$ cat src/rtl/bmf_stream_decoder.sv
// Streaming decoder for a Boolean-matrix-factorized approximate circuit.
// Each accepted K-bit latent vector is expanded through a run-time programmable
// K x M basis matrix H into an M-bit vector: OR-of-ANDs (mode 0) or XOR-of-ANDs
// (mode 1). Results pass through a 2-entry FIFO to the consumer.
//
// Ports:
//   clk, rst_n          clock, asynchronous active-low reset
//   cfg_we/row/data     write one row of H; cfg_mode is sampled with each legal write
//   cfg_err             one-cycle pulse after a write to a row index >= K
//   in_valid/ready/k    latent vector handshake
//   out_valid/ready/po  reconstructed vector handshake (FIFO head)
//   out_count           vectors delivered since reset (wraps)
module bmf_stream_decoder #(
  parameter int unsigned K     = 3,
  parameter int unsigned M     = 4,
  parameter int unsigned CNT_W = 16,
  localparam int unsigned RW   = (K > 1) ? $clog2(K) : 1
) (
  input  logic             clk,
  input  logic             rst_n,
  input  logic             cfg_we,
  input  logic [RW-1:0]    cfg_row,
  input  logic [M-1:0]     cfg_data,
  input  logic             cfg_mode,
  input  logic             in_valid,
  output logic             in_ready,
  input  logic [K-1:0]     in_k,
  output logic             out_valid,
  input  logic             out_ready,
  output logic [M-1:0]     out_po,
  output logic             cfg_err,
  output logic [CNT_W-1:0] out_count
);

  typedef enum logic [0:0] {StUnconf, StRun} state_e;

  state_e           state_q;
  logic [M-1:0]     h_q [K];
  logic [K-1:0]     loaded_q, loaded_d;
  logic             mode_q;
  logic [M-1:0]     buf_q [2];
  logic             rd_ptr_q, wr_ptr_q;
  logic [1:0]       occ_q;
  logic             cfg_err_q;
  logic [CNT_W-1:0] count_q;

  logic             row_ok;
  logic             push, pop;
  logic [M-1:0]     result;

  assign row_ok = (32'(cfg_row) < K);

  always_comb begin
    loaded_d = loaded_q;
    if (cfg_we && row_ok) loaded_d[cfg_row] = 1'b1;
  end

  // Uses the pre-edge H and mode, so a write in the same cycle cannot leak in
  // (and in_ready is low during a write anyway).
  always_comb begin
    result = '0;
    for (int unsigned i = 0; i < K; i++) begin
      if (in_k[i]) result = mode_q ? (result ^ h_q[i]) : (result | h_q[i]);
    end
  end

  // Readiness depends only on registered state and cfg_we; no path from out_ready.
  assign in_ready  = (state_q == StRun) && !cfg_we && (occ_q != 2'd2);
  assign out_valid = (occ_q != 2'd0);
  assign out_po    = out_valid ? buf_q[rd_ptr_q] : '0;
  assign cfg_err   = cfg_err_q;
  assign out_count = count_q;

  assign push = in_valid && in_ready;
  assign pop  = out_valid && out_ready;

  // Configuration state and mode/run FSM. RUN is only left through reset.
  always_ff @(posedge clk or negedge rst_n) begin
    if (!rst_n) begin
      for (int unsigned i = 0; i < K; i++) h_q[i] <= '0;
      loaded_q  <= '0;
      mode_q    <= 1'b0;
      cfg_err_q <= 1'b0;
      state_q   <= StUnconf;
    end else begin
      if (cfg_we && row_ok) begin
        h_q[cfg_row] <= cfg_data;
        mode_q       <= cfg_mode;
      end
      loaded_q  <= loaded_d;
      cfg_err_q <= cfg_we && !row_ok;
      unique case (state_q)
        StUnconf: if (&loaded_d) state_q <= StRun;
        StRun:    state_q <= StRun;
        default:  state_q <= StUnconf;
      endcase
    end
  end

  // Output FIFO and delivery counter; independent of the FSM state.
  always_ff @(posedge clk or negedge rst_n) begin
    if (!rst_n) begin
      buf_q[0] <= '0;
      buf_q[1] <= '0;
      rd_ptr_q <= 1'b0;
      wr_ptr_q <= 1'b0;
      occ_q    <= 2'd0;
      count_q  <= '0;
    end else begin
      if (push) begin
        buf_q[wr_ptr_q] <= result;
        wr_ptr_q        <= ~wr_ptr_q;
      end
      if (pop) begin
        rd_ptr_q <= ~rd_ptr_q;
        count_q  <= count_q + CNT_W'(1);
      end
      occ_q <= occ_q + 2'(push) - 2'(pop);
    end
  end

endmodule
$ cat config.mk
export PLATFORM = sky130hd
export DESIGN_NAME = bmf_stream_decoder
export DESIGN_NICKNAME = d
export VERILOG_FILES = /design/src/rtl/bmf_stream_decoder.sv
export SDC_FILE = /design/constraint.sdc
export NUM_CORES = 1
export LEC_CHECK = 0
export CORE_AREA = 2 2 101 74
export DETAILED_ROUTE_END_ITERATION = 7
export DIE_AREA = 0 0 103 76
export GPL_TIMING_DRIVEN = 0
export HOLD_SLACK_MARGIN = 0.05
export SYNTH_ARGS = -nofsm -noshare
export SYNTH_HDL_FRONTEND = slang
export SYNTH_SLANG_ARGS = --single-unit
$ cat constraint.sdc
create_clock -name clk -period 2.2 [get_ports clk]
set_input_delay 0.33 -clock clk [delete_from_list [all_inputs] [get_ports clk]]
set_output_delay 0.33 -clock clk [all_outputs]
set_load 0.05 [all_outputs]
# ---- Word-level counts from Yosys, hierarchy flattened
# Cells that the tools add are included.
dict set report word_totals {
  register_bits 46
  input_bits 15
  out_inout_bits 23
  word_cells 69
}
dict set report classes {
  n_addsub 3
  magnitude_cmp 8
  n_eq_ne 1
  muxes 20
  bitwise 11
  n_reduce_logical 13
}
# operator n
set ops {}
lappend ops {{4-bit 2-to-1 mux} 11}
lappend ops {{16-bit by 1-bit adder with 16-bit output (second input constant)} 1}
lappend ops {{12-bit bitwise mux} 1}
lappend ops {{1-bit logical AND} 9}
lappend ops {{8-bit bitwise mux} 1}
lappend ops {{4-bit demux with 2-bit select} 1}
lappend ops {{4-bit bitwise OR} 2}
lappend ops {{4-bit XOR} 2}
lappend ops {{4-bit demux with 1-bit select} 1}
lappend ops {{2-bit greater-or-equal comparator (second input constant)} 2}
lappend ops {{1-bit inverter with 2-bit output} 2}
lappend ops {{3-bit greater-or-equal comparator (second input constant)} 1}
lappend ops {{2-bit by 3-bit < comparator with 1-bit output (second input constant)} 1}
lappend ops {{3-bit by 1-bit < comparator with 1-bit output (second input constant)} 1}
lappend ops {{3-bit 2-to-1 mux} 1}
lappend ops {{1-bit inverter} 3}
lappend ops {{2-bit inverter with 3-bit output} 1}
lappend ops {{3-bit bitwise OR} 1}
lappend ops {{3-bit AND reduction} 1}
lappend ops {{2-bit by 1-bit adder with 2-bit output} 1}
lappend ops {{1-bit demux with 2-bit select} 1}
lappend ops {{2-bit by 1-bit greater-or-equal comparator with 1-bit output (second input constant)} 1}
lappend ops {{1-bit logical NOT} 2}
lappend ops {{2-bit by 1-bit < comparator with 1-bit output (second input constant)} 1}
lappend ops {{6 further kinds} 7}

# ---- Logic depth before layout (Yosys ltp)
# Gate-level depths: netlist of the first run.
dict set report logic_depth {
  word_depth 9
  depth_mapped 10
  depth_no_buf 9
}

# ---- Least setup slack after synthesis of the first run
# OpenSTA, ideal clock, no wires.
dict set report synth_path {
  path_kind {input port to flip-flop}
  startpoint {in in_k[0]}
  endpoint {reg buf_q[5] in the netlist's numbering}
  setup_ns 0.125
  arrival_ns 2.028
  slack_ns 0.047
  path_stages 9
  cell_sequence {clkbuf_1 > nand2_1 > ha_1 > or2_2 > a31o_2 > ha_1 > a21oi_1 > mux2i_1 > mux2_2}
}
dict set report synth_between {
  elab_chain_len 8
  word_cells_on_any_way 10
  cone_classes {mux (6); bitwise (4)}
}
# element line_no
set synth_lines {}
lappend synth_lines {{start, declared} 27} ;# input logic [K-1:0] in_k,
lappend synth_lines {{4-bit 2-to-1 mux *} 63} ;# if (in_k[i]) result = mode_q ? (result ^ h_q[i]) : (result | h_q[i]);
lappend synth_lines {{4-bit bitwise OR / 4-bit XOR (equally long branches)} 63}
lappend synth_lines {{4-bit 2-to-1 mux} 63}
lappend synth_lines {{4-bit 2-to-1 mux *} 63}
lappend synth_lines {{4-bit bitwise OR / 4-bit XOR (equally long branches)} 63}
lappend synth_lines {{4-bit 2-to-1 mux} 63}
lappend synth_lines {{4-bit 2-to-1 mux *} 63}
lappend synth_lines {{8-bit bitwise mux *} 111} ;# buf_q[wr_ptr_q] <= result;
lappend synth_lines {{end signal, assigned by index} 111}
lappend synth_lines {{end, declared} 41} ;# logic [M-1:0] buf_q [2];
# Mark *: on every way between the ends. The rest lies on a longest branch, timed or not.
# A chain may end at the register's enable or synchronous reset.

# ---- Worst setup path in the final report of the first run
dict set report layout_path {
  startpoint {reg h_q[10] in the netlist's numbering}
  endpoint {reg buf_q[6] in the netlist's numbering}
}
dict set report layout_between {
  elab_chain_len 8
  word_cells_on_any_way 10
  cone_classes {mux (6); bitwise (4)}
}
# element line_no
set layout_lines {}
lappend layout_lines {{start, declared} 38} ;# logic [M-1:0] h_q [K];
lappend layout_lines {{start signal, assigned by index} 87} ;# h_q[cfg_row] <= cfg_data;
lappend layout_lines {{4-bit 2-to-1 mux *} 63}
lappend layout_lines {{4-bit bitwise OR / 4-bit XOR (equally long branches)} 63}
lappend layout_lines {{4-bit 2-to-1 mux} 63}
lappend layout_lines {{4-bit 2-to-1 mux *} 63}
lappend layout_lines {{4-bit bitwise OR / 4-bit XOR (equally long branches)} 63}
lappend layout_lines {{4-bit 2-to-1 mux} 63}
lappend layout_lines {{4-bit 2-to-1 mux *} 63}
lappend layout_lines {{8-bit bitwise mux *} 111}
# Marked as above.

==> flow_results.xml, run 1 <==
<?xml version="1.0" encoding="UTF-8"?>
<metrics>
  <group name="outcome">
    <metric name="status" unit="">finished clean</metric>
  </group>
  <group name="timing">
    <metric name="final.min_clock_period" unit="ns">2.09</metric>
    <metric name="fin_hold_ws" unit="ns">0.404</metric>
    <metric name="timing.final.ws_setup" unit="ns">0.114</metric>
    <metric name="relSlewSlack" unit="%">64.2</metric>
    <metric name="report.final.setup_viol" unit="">0</metric>
    <metric name="fin_crit_sh" unit="%">94.8</metric>
    <metric name="rsz0062_at_grt" unit="">false</metric>
    <metric name="worst_slew_pin_slew" unit="ns">0.535</metric>
    <metric name="final_max_slew_viol_count" unit="">0</metric>
    <metric name="fmax" unit="GHz">0.479</metric>
    <metric name="clock-skew-final" unit="ns">0.00946</metric>
    <metric name="setup_total_negative_slack" unit="ns">0</metric>
    <metric name="fin_hold_viols" unit="">0</metric>
  </group>
  <group name="clock_network">
    <metric name="clock_root_buffer" unit="">sky130_fd_sc_hd__clkbuf_8</metric>
    <metric name="post_cts.repair.setup_buffers" unit="">0</metric>
    <metric name="h-tree-depth" unit="">2</metric>
    <metric name="cts-buffers-inserted" unit="">5</metric>
    <metric name="clk_path_buf_depth" unit="">2</metric>
    <metric name="tritoncts" unit="">yes</metric>
    <metric name="clock_sink_count" unit="">46</metric>
    <metric name="insertion_delay" unit="ns">0.30</metric>
    <metric name="clock_input_transition_at_the_sequential_cells_of_the_worst_setup_and_hold_paths" unit="ns">0.09</metric>
  </group>
  <group name="power_and_ir_drop">
    <metric name="power.density_cell_area" unit="nW/um^2">1150</metric>
    <metric name="peak_supply_drop" unit="mV">0.398</metric>
    <metric name="totalPowerFinal" unit="W">0.00340</metric>
    <metric name="power_leakage" unit="nW">1.30</metric>
  </group>
  <group name="routing">
    <metric name="postRouteAntennaNets" unit="">0</metric>
    <metric name="routed-via-count" unit="">1554</metric>
    <metric name="avgViaCountPerCell" unit="">4.52</metric>
    <metric name="firstDrtPassIters" unit="">4</metric>
    <metric name="drt_drc_violations_left" unit="">0</metric>
    <metric name="finalWirelength" unit="mm">4.39</metric>
    <metric name="wl_per_cell" unit="um">12.7</metric>
    <metric name="first_drt_iteration_drcs" unit="">45</metric>
  </group>
  <group name="cells_and_area">
    <metric name="number_of_filler_cells_placed_in_the_layout" unit="">692</metric>
    <metric name="flow.area_growth_from_synthesis" unit="%">26.5</metric>
    <metric name="area_occupied_by_multi_input_gates" unit="um^2">1120</metric>
    <metric name="insertedDiodeCount" unit="">0</metric>
    <metric name="final_cell_area" unit="um^2">2960</metric>
    <metric name="layout.nets" unit="">271</metric>
    <metric name="fraction_of_layout_cells_with_a_size_suffix_above_1" unit="%">19.5</metric>
    <metric name="regArea" unit="um^2">1150</metric>
  </group>
  <group name="setup_path">
    <metric name="worstPathMaxFanout" unit="">3</metric>
    <metric name="end_kind" unit="">flop</metric>
    <metric name="worstSetupStartpointType" unit="">flop</metric>
    <metric name="critical_path_required" unit="ns">2.38</metric>
    <metric name="timing.setup.critical_path_class" unit="">reg -&gt; reg</metric>
    <metric name="reg2reg_setup_slack" unit="ns">0.11</metric>
    <metric name="cp_data_arrival_time" unit="ns">2.27</metric>
  </group>
  <group name="synthesis">
    <metric name="synth_cells" unit="">202</metric>
    <metric name="ys_warn_count" unit="">0</metric>
    <metric name="postSynth.topFlopCell" unit="">sky130_fd_sc_hd__dfrtp_1</metric>
    <metric name="async_flop_share" unit="%">100</metric>
    <metric name="yosys.area_share.adder" unit="%">5.88</metric>
    <metric name="synthMuxAreaShare" unit="%">14.0</metric>
    <metric name="syn_avg_cell_area" unit="um^2">11.6</metric>
    <metric name="synth.cell_area" unit="um^2">2340</metric>
    <metric name="synth_seq_area_share" unit="%">49.2</metric>
    <metric name="synth_xor_xnor_area_share" unit="%">7.11</metric>
    <metric name="synth-seq-cells" unit="">46</metric>
    <metric name="synth.most_common_cell" unit="">sky130_fd_sc_hd__dfrtp_1</metric>
    <metric name="synth_cell_type_count" unit="">33</metric>
    <metric name="mappedNetlistNets" unit="">228</metric>
    <metric name="post_synth_main_area_contributors" unit="">sky130_fd_sc_hd__dfrtp_1 49%, sky130_fd_sc_hd__mux2_2 10%, sky130_fd_sc_hd__xnor2_1 6.0%</metric>
    <metric name="synth-edff-count" unit="">0</metric>
    <metric name="synth_compound_area_share" unit="%">4.71</metric>
    <metric name="synth_commonest_cells" unit="">46 x sky130_fd_sc_hd__dfrtp_1, 21 x sky130_fd_sc_hd__mux2_2, 18 x sky130_fd_sc_hd__nand2_1</metric>
    <metric name="synthSimpleGateAreaFrac" unit="%">16.3</metric>
    <metric name="yosysTopAreaCell" unit="">sky130_fd_sc_hd__dfrtp_1</metric>
    <metric name="combinational_family_with_the_most_area_after_synthesis" unit="">simple AND/OR/NAND/NOR gates</metric>
    <metric name="synth_top_cell_area_share" unit="%">49.2</metric>
  </group>
  <group name="grt">
    <metric name="aggregate_global_route_resource_usage" unit="%">12.9</metric>
    <metric name="grt.overflow.total" unit="">0</metric>
    <metric name="number_of_antenna_violations_at_the_first_check_in_global_routing" unit="">0</metric>
    <metric name="grt_start_max_net_pins" unit="">40</metric>
    <metric name="grt_pass1_vias" unit="">1552</metric>
    <metric name="wire_length_of_the_first_global_routing_pass" unit="mm">7.78</metric>
  </group>
  <group name="floorplan">
    <metric name="rows" unit="">26</metric>
    <metric name="floorplan.die.width" unit="um">103</metric>
    <metric name="floorplan.initialDensity" unit="%">33.6</metric>
    <metric name="io_pins" unit="">38</metric>
    <metric name="dieArea" unit="um^2">7830</metric>
    <metric name="coreArea" unit="um^2">6960</metric>
    <metric name="die_h" unit="um">76</metric>
  </group>
  <group name="placement">
    <metric name="pre_cts_setup_slack" unit="ns">-0.154</metric>
    <metric name="placed_area" unit="um^2">2820</metric>
    <metric name="dp_hpwl" unit="mm">3.40</metric>
    <metric name="gp_congestion" unit="">0.740</metric>
    <metric name="place.port_buffers" unit="">34</metric>
  </group>
  <group name="worst_hold_path">
    <metric name="min_path_type" unit="">in -&gt; async</metric>
  </group>
  <group name="flow_run">
    <metric name="drv.max_cap_violation_count" unit="">0</metric>
  </group>
</metrics>
[metal layers]
metal / track usage, % / up-vias / wire length, um
met5: 0 / - / 0
met4: 3.55 / 0 / 59
met3: 4.31 / 6 / 163
met2: 17.7 / 23 / 1890
met1: 19.3 / 749 / 2270
li1: - / 776 / -
[where the power goes]
part | switching [W] | total (W) | internal, W
logic | 0.000826 | 0.00137 | 0.000541
registers | 0.000204 | 0.00126 | 0.00106
clock network | 0.000284 | 0.000768 | 0.000484
total | 0.00131 | 0.00340 | 0.00208
[metrics by stage]
stage,util (%),instances
final,42.5,344
after global routing,42.5,344
after CTS,42.6,344
after detailed placement,40.5,335
after global placement,40.3,334
after floorplan,-,202
[cell usage in the layout (no fill, tap or decap), types with 2 or more instances in the layout]
cell and count:
sky130_fd_sc_hd__mux2i_1 9, sky130_fd_sc_hd__mux2_2 21, sky130_fd_sc_hd__nand3b_1 2, sky130_fd_sc_hd__or2_2 4
sky130_fd_sc_hd__a21oi_1 7, sky130_fd_sc_hd__dfrtp_1 46, sky130_fd_sc_hd__nor2_1 13, sky130_fd_sc_hd__a31o_2 3
sky130_fd_sc_hd__xor2_1 3, sky130_fd_sc_hd__buf_2 3, sky130_fd_sc_hd__nand4_1 4, sky130_fd_sc_hd__dlygate4sd2_1 5
sky130_fd_sc_hd__nand3_1 6, sky130_fd_sc_hd__inv_1 12, sky130_fd_sc_hd__ha_1 11, sky130_fd_sc_hd__nand2_1 18
sky130_fd_sc_hd__clkbuf_1 2, sky130_fd_sc_hd__and3_1 2, sky130_fd_sc_hd__xnor2_1 16, sky130_fd_sc_hd__a31oi_1 2
sky130_fd_sc_hd__nor3b_2 2, sky130_fd_sc_hd__clkbuf_8 6, sky130_fd_sc_hd__clkdlybuf4s50_1 27, sky130_fd_sc_hd__bufinv_16 2
sky130_fd_sc_hd__nand2b_1 4
[kinds of logic after synthesis]
logic type	after synthesis
AND/OR/NAND/NOR	64
flip-flops	46
multiplexers	30
XOR/XNOR	19
buffers and inverters	17
AO/OA/AOI/OAI	15
adder cells (fa/ha/maj)	11
[registers in the layout, summed over array words and instances, names as in the netlist]
name / cells
rd_ptr_q: 1
h_q: 12
occ_q: 2
buf_q: 8
wr_ptr_q: 1
mode_q: 1
state_q: 1
out_count: 16
cfg_err: 1
loaded_q: 3
[worst max-delay path, stage by stage (launching register included)]
cell and delay [ns]:
sky130_fd_sc_hd__dfrtp_1 0.37, sky130_fd_sc_hd__nand2_1 0.06, sky130_fd_sc_hd__ha_1 0.18, sky130_fd_sc_hd__or2_2 0.29, sky130_fd_sc_hd__a31o_2 0.26, sky130_fd_sc_hd__ha_1 0.27, sky130_fd_sc_hd__a21oi_1 0.15, sky130_fd_sc_hd__mux2i_1 0.11
sky130_fd_sc_hd__mux2_2 0.28
[path summary, 6_finish.rpt]
check                              startpoint  cells after the start            end
min in group clk                out_count[15]                      1  out_count[15]
worst min register to register  out_count[15]                      1  out_count[15]
worst min-delay path                    rst_n                      2   out_count[1]
worst max-delay path                  h_q[10]                      8       buf_q[6]
worst max register to register        h_q[10]                      8       buf_q[6]
max in group asynchronous               rst_n                      3  out_count[14]
[what timing repair did]
item / CTS / global route
hold endpoints to repair: 7 / 0
hold buffers: 1 / 0
endpoints found under the setup margin: 6 / 2
pin swaps: 0 / 0
gates resized for setup: 6 / 3
[final cells by class]
| class | instances | share of cell area [%] |
|---|---|---|
| Clock inverter | 2 | 2.03 |
| Multi-Input combinational cell | 139 | 37.9 |
| Buffer | 5 | 0.719 |
| Sequential cell | 46 | 38.9 |
| Timing Repair Buffer | 36 | 12.0 |
| Inverter | 12 | 1.52 |
| Tap cell | 98 | 4.14 |
| Clock buffer | 6 | 2.79 |
Note: power is estimated with default switching activity, not from simulation.
==> inputs of run 2 (changes only) <==
--- a/config.mk
+++ b/config.mk
@@ -5,11 +5,12 @@
 export SDC_FILE = /design/constraint.sdc
 export NUM_CORES = 1
 export LEC_CHECK = 0
-export CORE_AREA = 2 2 101 74
+export CORE_AREA = 2 2 85 63
 export DETAILED_ROUTE_END_ITERATION = 7
-export DIE_AREA = 0 0 103 76
+export DIE_AREA = 0 0 87 65
 export GPL_TIMING_DRIVEN = 0
 export HOLD_SLACK_MARGIN = 0.05
+export PLACE_DENSITY = 0.74
 export SYNTH_ARGS = -nofsm -noshare
 export SYNTH_HDL_FRONTEND = slang
 export SYNTH_SLANG_ARGS = --single-unit
==> run 2 against run 1 <==
Compared with the run above:
- total power shrank 3.3%
- clock skew shrank 0.0034 ns
- sequential power is essentially flat
- critical path type unchanged
- critical endpoint is now buf_q[1]
- largest cell class unchanged
==> flow_results.xml, run 2 (synthesis gave the netlist of run 1 again) <==
<?xml version="1.0" encoding="UTF-8"?>
<metrics>
  <group name="routing">
    <metric name="postRouteAntennaNets" unit="">0</metric>
    <metric name="routed-via-count" unit="">1581</metric>
    <metric name="firstDrtPassIters" unit="">5</metric>
    <metric name="avgViaCountPerCell" unit="">5.17</metric>
    <metric name="drt_drc_violations_left" unit="">0</metric>
    <metric name="wl_per_cell" unit="um">13.9</metric>
    <metric name="finalWirelength" unit="mm">4.27</metric>
    <metric name="first_drt_iteration_drcs" unit="">98</metric>
  </group>
  <group name="grt">
    <metric name="number_of_antenna_violations_at_the_first_check_in_global_routing" unit="">0</metric>
    <metric name="grt_pass1_vias" unit="">1535</metric>
    <metric name="aggregate_global_route_resource_usage" unit="%">16.9</metric>
    <metric name="grt_start_max_net_pins" unit="">38</metric>
    <metric name="wire_length_of_the_first_global_routing_pass" unit="mm">7.36</metric>
    <metric name="grt.overflow.total" unit="">0</metric>
  </group>
  <group name="setup_path">
    <metric name="timing.setup.critical_path_class" unit="">reg -&gt; reg</metric>
    <metric name="end_kind" unit="">flop</metric>
    <metric name="worst_case_reg_to_reg_path_depth" unit="">8</metric>
    <metric name="worstSetupStartpointType" unit="">flop</metric>
    <metric name="cells_along_the_critical_path" unit="">nand2_1, ha_1, or2_2, a31o_2, ha_1, a21oi_2, mux2i_2, mux2_4</metric>
    <metric name="cp_data_arrival_time" unit="ns">2.27</metric>
    <metric name="crit_path_max_incr_delay" unit="ns">0.37</metric>
    <metric name="critical_path_required" unit="ns">2.39</metric>
    <metric name="worstPathMaxFanout" unit="">3</metric>
    <metric name="crit_top_cell" unit="">sky130_fd_sc_hd__ha_1</metric>
    <metric name="cpMaxStageDelayCell" unit="">sky130_fd_sc_hd__dfrtp_1</metric>
  </group>
  <group name="cells_and_area">
    <metric name="layout.nets" unit="">271</metric>
    <metric name="flow.area_growth_from_synthesis" unit="%">23.9</metric>
    <metric name="insertedDiodeCount" unit="">0</metric>
    <metric name="fraction_of_layout_cells_with_a_size_suffix_above_1" unit="%">19.9</metric>
    <metric name="postLayoutCoreUtil" unit="%">58.8</metric>
    <metric name="max_reg_flops" unit="">16</metric>
    <metric name="most-common-layout-cells" unit="">46 x sky130_fd_sc_hd__dfrtp_1, 27 x sky130_fd_sc_hd__clkdlybuf4s50_1, 20 x sky130_fd_sc_hd__mux2_2, 18 x sky130_fd_sc_hd__nand2_1, 16 x sky130_fd_sc_hd__xnor2_1</metric>
    <metric name="final_cell_area" unit="um^2">2900</metric>
    <metric name="layout.cells.most_common" unit="">sky130_fd_sc_hd__dfrtp_1</metric>
  </group>
  <group name="power_and_ir_drop">
    <metric name="power.switching_fraction" unit="%">40.5</metric>
    <metric name="power.share.sequential" unit="%">38.6</metric>
    <metric name="power.share.combinational" unit="%">42.3</metric>
    <metric name="intPower" unit="W">0.00195</metric>
    <metric name="pwr-share-clk" unit="%">19.1</metric>
    <metric name="switchingPower" unit="W">0.00133</metric>
    <metric name="peak_supply_drop" unit="mV">0.567</metric>
    <metric name="power_leakage" unit="nW">1.29</metric>
    <metric name="power.density_cell_area" unit="nW/um^2">1130</metric>
  </group>
  <group name="timing">
    <metric name="worst_slew_pin_slew" unit="ns">0.518</metric>
    <metric name="relSlewSlack" unit="%">65.6</metric>
    <metric name="report.final.setup_viol" unit="">0</metric>
    <metric name="setup_total_negative_slack" unit="ns">0</metric>
    <metric name="fin_crit_sh" unit="%">94.8</metric>
    <metric name="fin_hold_viols" unit="">0</metric>
    <metric name="clock-skew-final" unit="ns">0.00607</metric>
    <metric name="final_max_slew_viol_count" unit="">0</metric>
    <metric name="timing.final.ws_setup" unit="ns">0.115</metric>
    <metric name="fin_hold_ws" unit="ns">0.432</metric>
    <metric name="fmax" unit="GHz">0.480</metric>
    <metric name="final.min_clock_period" unit="ns">2.09</metric>
  </group>
  <group name="flow_run">
    <metric name="drv.max_cap_violation_count" unit="">0</metric>
  </group>
  <group name="clock_network">
    <metric name="insertion_delay" unit="ns">0.30</metric>
    <metric name="clock_root_buffer" unit="">sky130_fd_sc_hd__clkbuf_8</metric>
    <metric name="clk_path_buf_depth" unit="">2</metric>
    <metric name="h-tree-depth" unit="">2</metric>
    <metric name="clock_input_transition_at_the_sequential_cells_of_the_worst_setup_and_hold_paths" unit="ns">0.09</metric>
    <metric name="clock_sink_count" unit="">46</metric>
    <metric name="cts-buffers-inserted" unit="">5</metric>
    <metric name="post_cts.repair.setup_buffers" unit="">0</metric>
    <metric name="tritoncts" unit="">yes</metric>
  </group>
  <group name="worst_hold_path">
    <metric name="min_path_type" unit="">in -&gt; async</metric>
  </group>
  <group name="floorplan">
    <metric name="io_pins" unit="">38</metric>
    <metric name="floorplan.die.width" unit="um">87</metric>
    <metric name="die_h" unit="um">65</metric>
    <metric name="coreArea" unit="um^2">4930</metric>
    <metric name="floorplan.initialDensity" unit="%">47.5</metric>
    <metric name="dieArea" unit="um^2">5660</metric>
    <metric name="rows" unit="">22</metric>
  </group>
  <group name="outcome">
    <metric name="status" unit="">finished clean</metric>
  </group>
  <group name="placement">
    <metric name="dp_hpwl" unit="mm">3.19</metric>
    <metric name="placed_area" unit="um^2">2770</metric>
    <metric name="pre_cts_setup_slack" unit="ns">-0.135</metric>
    <metric name="place.port_buffers" unit="">34</metric>
    <metric name="gp_congestion" unit="">0.773</metric>
  </group>
</metrics>
-- run 2: area by class of cell --
cell class	count	area (um^2)
plain buffers	5	21.3
clock buffers	5	68.8
clock inverters	3	45.0
fillers	413	2030
inverters	12	45.0
multi-input cells	139	1130
flip-flops and latches	46	1150
well taps	60	75.1
repair buffers	36	358
-- run 2: worst paths after layout --
check	slack [ns]	start	end
hold reg to reg	0.49	out_count[15]	out_count[15]
min in group clk	0.49	out_count[15]	out_count[15]
setup / recovery	0.11	h_q[9]	buf_q[1]
hold / removal	0.43	rst_n	loaded_q[2]
max in group asynchronous	1.30	rst_n	buf_q[3]
setup reg to reg	0.11	h_q[9]	buf_q[1]
-- run 2: power by group through the flow --
stage	Sequential, W	Clock (W)	Combinational (W)
5_1_grt	0.00130	0.000693	0.00151
4_1_cts	0.00126	0.000646	0.00139
6_report	0.00127	0.000628	0.00139
3_3_place_gp	0.00127	0	0.00139
2_1_floorplan	0.00142	0	0.000843
3_5_place_dp	0.00128	0	0.00143
-- run 2: critical path: cells and delay by family (launching register included) --
kind,cells,cell delay [ns]
multiplexers,2,0.38
AO/OA/AOI/OAI,2,0.39
flip-flops,1,0.37
adder cells (fa/ha/maj),2,0.48
AND/OR/NAND/NOR,2,0.35
-- run 2: through the flow --
stage | total power [W] | instances
floorplan | 0.00226 | 202
global placement | 0.00266 | 296
detailed placement | 0.00270 | 297
CTS | 0.00330 | 306
global route | 0.00350 | 306
finish | 0.00328 | 306
-- run 2: layer usage --
| metal | wire (um) | vias to the layer above | GRT usage (%) |
|---|---|---|---|
| li1 | - | 779 | - |
| met1 | 2190 | 772 | 25.1 |
| met2 | 1910 | 23 | 24.1 |
| met3 | 115 | 7 | 3.57 |
| met4 | 51 | 0 | 6.45 |
| met5 | 0 | - | 0 |
-- run 2: what timing repair did --
item | 4_1_cts | 5_1_grt
resized for setup | 6 | 4
pin swaps | 0 | 1
endpoints found under the hold margin | 9 | 0
hold buffers | 1 | 0
setup endpoints to repair | 6 | 3
==> inputs of run 3 (changes only) <==
--- a/config.mk
+++ b/config.mk
@@ -5,12 +5,12 @@
 export SDC_FILE = /design/constraint.sdc
 export NUM_CORES = 1
 export LEC_CHECK = 0
-export CORE_AREA = 2 2 85 63
+export CORE_AREA = 2 2 90 66
 export DETAILED_ROUTE_END_ITERATION = 7
-export DIE_AREA = 0 0 87 65
+export DIE_AREA = 0 0 92 68
 export GPL_TIMING_DRIVEN = 0
 export HOLD_SLACK_MARGIN = 0.05
-export PLACE_DENSITY = 0.74
+export PLACE_DENSITY = 0.67
 export SYNTH_ARGS = -nofsm -noshare
 export SYNTH_HDL_FRONTEND = slang
 export SYNTH_SLANG_ARGS = --single-unit
==> run 3 against run 2 <==
Compared with the run above:
- worst setup slack improved by 0.014 ns
- global-route usage fell by 2.0 points
- critical endpoint is now buf_q[5]
- combinational power barely moved
- final cell count rose by 4.9%
- count of clock-buffer cells in the layout rose by 2
==> flow_results.xml, run 3 (synthesis gave the netlist of run 1 again) <==
<?xml version="1.0" encoding="UTF-8"?>
<metrics>
  <group name="timing">
    <metric name="report.final.setup_viol" unit="">0</metric>
    <metric name="clock-skew-final" unit="ns">0.00626</metric>
    <metric name="fin_hold_ws" unit="ns">0.476</metric>
    <metric name="final.min_clock_period" unit="ns">2.07</metric>
    <metric name="fin_crit_sh" unit="%">94.2</metric>
    <metric name="worst_slew_pin_slew" unit="ns">0.501</metric>
    <metric name="rsz0062_at_grt" unit="">false</metric>
    <metric name="timing.final.ws_setup" unit="ns">0.129</metric>
    <metric name="fmax" unit="GHz">0.483</metric>
    <metric name="relSlewSlack" unit="%">66.5</metric>
    <metric name="final_max_slew_viol_count" unit="">0</metric>
    <metric name="fin_hold_viols" unit="">0</metric>
  </group>
  <group name="power_and_ir_drop">
    <metric name="power_leakage" unit="nW">1.28</metric>
    <metric name="peak_supply_drop" unit="mV">0.451</metric>
    <metric name="power.density_cell_area" unit="nW/um^2">1090</metric>
    <metric name="totalPowerFinal" unit="W">0.00314</metric>
  </group>
  <group name="floorplan">
    <metric name="floorplan.initialDensity" unit="%">42.8</metric>
    <metric name="die_h" unit="um">68</metric>
    <metric name="coreArea" unit="um^2">5470</metric>
    <metric name="floorplan.die.width" unit="um">92</metric>
    <metric name="dieArea" unit="um^2">6260</metric>
    <metric name="io_pins" unit="">38</metric>
    <metric name="rows" unit="">23</metric>
  </group>
  <group name="clock_network">
    <metric name="clock_input_transition_at_the_sequential_cells_of_the_worst_setup_and_hold_paths" unit="ns">0.08</metric>
    <metric name="h-tree-depth" unit="">2</metric>
    <metric name="clock_sink_count" unit="">46</metric>
    <metric name="cts-buffers-inserted" unit="">5</metric>
    <metric name="clk_path_buf_depth" unit="">2</metric>
    <metric name="tritoncts" unit="">yes</metric>
    <metric name="post_cts.repair.setup_buffers" unit="">0</metric>
    <metric name="insertion_delay" unit="ns">0.29</metric>
    <metric name="clock_root_buffer" unit="">sky130_fd_sc_hd__clkbuf_8</metric>
  </group>
  <group name="setup_path">
    <metric name="crit_path_max_incr_delay" unit="ns">0.38</metric>
    <metric name="worstSetupPathDepth" unit="">8</metric>
    <metric name="timing.setup.critical_path_class" unit="">reg -&gt; reg</metric>
    <metric name="combined_buffer_and_inverter_count_along_the_critical_path" unit="">0</metric>
    <metric name="end_kind" unit="">flop</metric>
    <metric name="critical_path_required" unit="ns">2.37</metric>
    <metric name="critical-path-top-delay-family" unit="">adder cells</metric>
    <metric name="crit_top_cell" unit="">sky130_fd_sc_hd__ha_1</metric>
    <metric name="worstSetupStartpointType" unit="">flop</metric>
    <metric name="crit_path_start" unit="">h_q[9]</metric>
    <metric name="worstPathMaxFanout" unit="">3</metric>
    <metric name="r2r_start" unit="">h_q[9]</metric>
    <metric name="cells_along_the_critical_path" unit="">nand2_1, ha_1, or2_2, a31o_2, ha_1, a21oi_1, mux2i_1, mux2_2</metric>
    <metric name="worst_case_reg_to_reg_path_depth" unit="">8</metric>
    <metric name="cpMaxStageDelayCell" unit="">sky130_fd_sc_hd__dfrtp_1</metric>
    <metric name="cp_data_arrival_time" unit="ns">2.24</metric>
  </group>
  <group name="grt">
    <metric name="wire_length_of_the_first_global_routing_pass" unit="mm">7.39</metric>
    <metric name="number_of_antenna_violations_at_the_first_check_in_global_routing" unit="">0</metric>
    <metric name="grt_start_max_net_pins" unit="">33</metric>
    <metric name="aggregate_global_route_resource_usage" unit="%">14.9</metric>
    <metric name="grt.overflow.total" unit="">0</metric>
    <metric name="grt_pass1_vias" unit="">1546</metric>
  </group>
  <group name="outcome">
    <metric name="status" unit="">finished clean</metric>
  </group>
  <group name="cells_and_area">
    <metric name="most-common-layout-cells" unit="">46 x sky130_fd_sc_hd__dfrtp_1, 27 x sky130_fd_sc_hd__clkdlybuf4s50_1, 21 x sky130_fd_sc_hd__mux2_2, 18 x sky130_fd_sc_hd__nand2_1, 16 x sky130_fd_sc_hd__xnor2_1</metric>
    <metric name="max_reg_flops" unit="">16</metric>
    <metric name="insertedDiodeCount" unit="">0</metric>
    <metric name="layout.nets" unit="">271</metric>
    <metric name="layout.cells.most_common" unit="">sky130_fd_sc_hd__dfrtp_1</metric>
    <metric name="flow.area_growth_from_synthesis" unit="%">23.2</metric>
    <metric name="fraction_of_layout_cells_with_a_size_suffix_above_1" unit="%">18.7</metric>
    <metric name="postLayoutCoreUtil" unit="%">52.7</metric>
  </group>
  <group name="routing">
    <metric name="postRouteAntennaNets" unit="">0</metric>
    <metric name="avgViaCountPerCell" unit="">4.84</metric>
    <metric name="routed-via-count" unit="">1554</metric>
    <metric name="drt_drc_violations_left" unit="">0</metric>
    <metric name="first_drt_iteration_drcs" unit="">56</metric>
    <metric name="firstDrtPassIters" unit="">4</metric>
    <metric name="wl_per_cell" unit="um">13.2</metric>
    <metric name="finalWirelength" unit="mm">4.24</metric>
  </group>
  <group name="placement">
    <metric name="pre_cts_setup_slack" unit="ns">-0.163</metric>
    <metric name="gp_congestion" unit="">0.742</metric>
    <metric name="place.port_buffers" unit="">34</metric>
    <metric name="dp_hpwl" unit="mm">3.35</metric>
  </group>
  <group name="worst_hold_path">
    <metric name="min_path_type" unit="">in -&gt; async</metric>
  </group>
  <group name="flow_run">
    <metric name="drv.max_cap_violation_count" unit="">0</metric>
  </group>
</metrics>
==> run 3: layout make-up <==
| cell class | instances | area (um^2) |
|---|---|---|
| Clock buffer | 7 | 86.3 |
| Inverter | 12 | 45.0 |
| Sequential cell | 46 | 1150 |
| Multi-Input combinational cell | 139 | 1120 |
| Buffer | 5 | 21.3 |
| Clock inverter | 1 | 5.00 |
| Tap cell | 75 | 93.8 |
| Timing Repair Buffer | 36 | 358 |
| Fill cell | 517 | 2580 |
==> run 3: path summary, 6_finish.rpt <==
kind                            slack, ns            end
worst max-delay path                 0.13       buf_q[5]
worst min-delay path                 0.48        cfg_err
worst max register to register       0.13       buf_q[5]
worst min register to register       0.48  out_count[15]
max in group asynchronous            1.23       buf_q[0]
min in group clk                     0.48  out_count[15]
==> run 3: power breakdown <==
| part | total [W] | internal [W] | leakage, nW | switching [W] |
|---|---|---|---|---|
| Sequential | 0.00126 | 0.00106 | 0.555 | 0.000199 |
| Clock | 0.000515 | 0.000254 | 0.0482 | 0.000261 |
| Combinational | 0.00137 | 0.000545 | 0.677 | 0.000824 |
==> run 3: worst reg2reg max path, delay by kind of cell, from the launching register on <==
| family | cells | cell delay, ns |
|---|---|---|
| compound gates | 2 | 0.40 |
| fa+ha+maj | 2 | 0.45 |
| mux | 2 | 0.37 |
| flops | 1 | 0.38 |
| simple gates | 2 | 0.36 |
==> run 3: per-layer routing <==
layer  vias up  share of wire (%)  routed length [um]  GRT usage (%)
met5         -                  0                   0              0
li1        780                  -                   -              -
met3         2                3.1                 133           3.08
met1       752                 53                2220           21.2
met2        20                 44                1850           24.0
met4         0               0.59                  25           3.54
==> run 3: metrics by stage <==
| step | std cells | TNS [ns] | instance area [um^2] |
|---|---|---|---|
| 6_report | 321 | 0 | 2880 |
| 5_1_grt | 321 | 0 | 2880 |
| 4_1_cts | 321 | 0 | 2880 |
| 3_5_place_dp | 312 | -1.11 | 2790 |
| 3_3_place_gp | 311 | -24.78 | 2770 |
| 2_1_floorplan | 202 | 0 | 2340 |
==> run 3: what timing repair did <==
action	CTS	global route
gates resized for setup	6	1
pin swaps	0	0
hold buffers	1	0
hold endpoints to repair	14	0
endpoints found under the setup margin	6	1
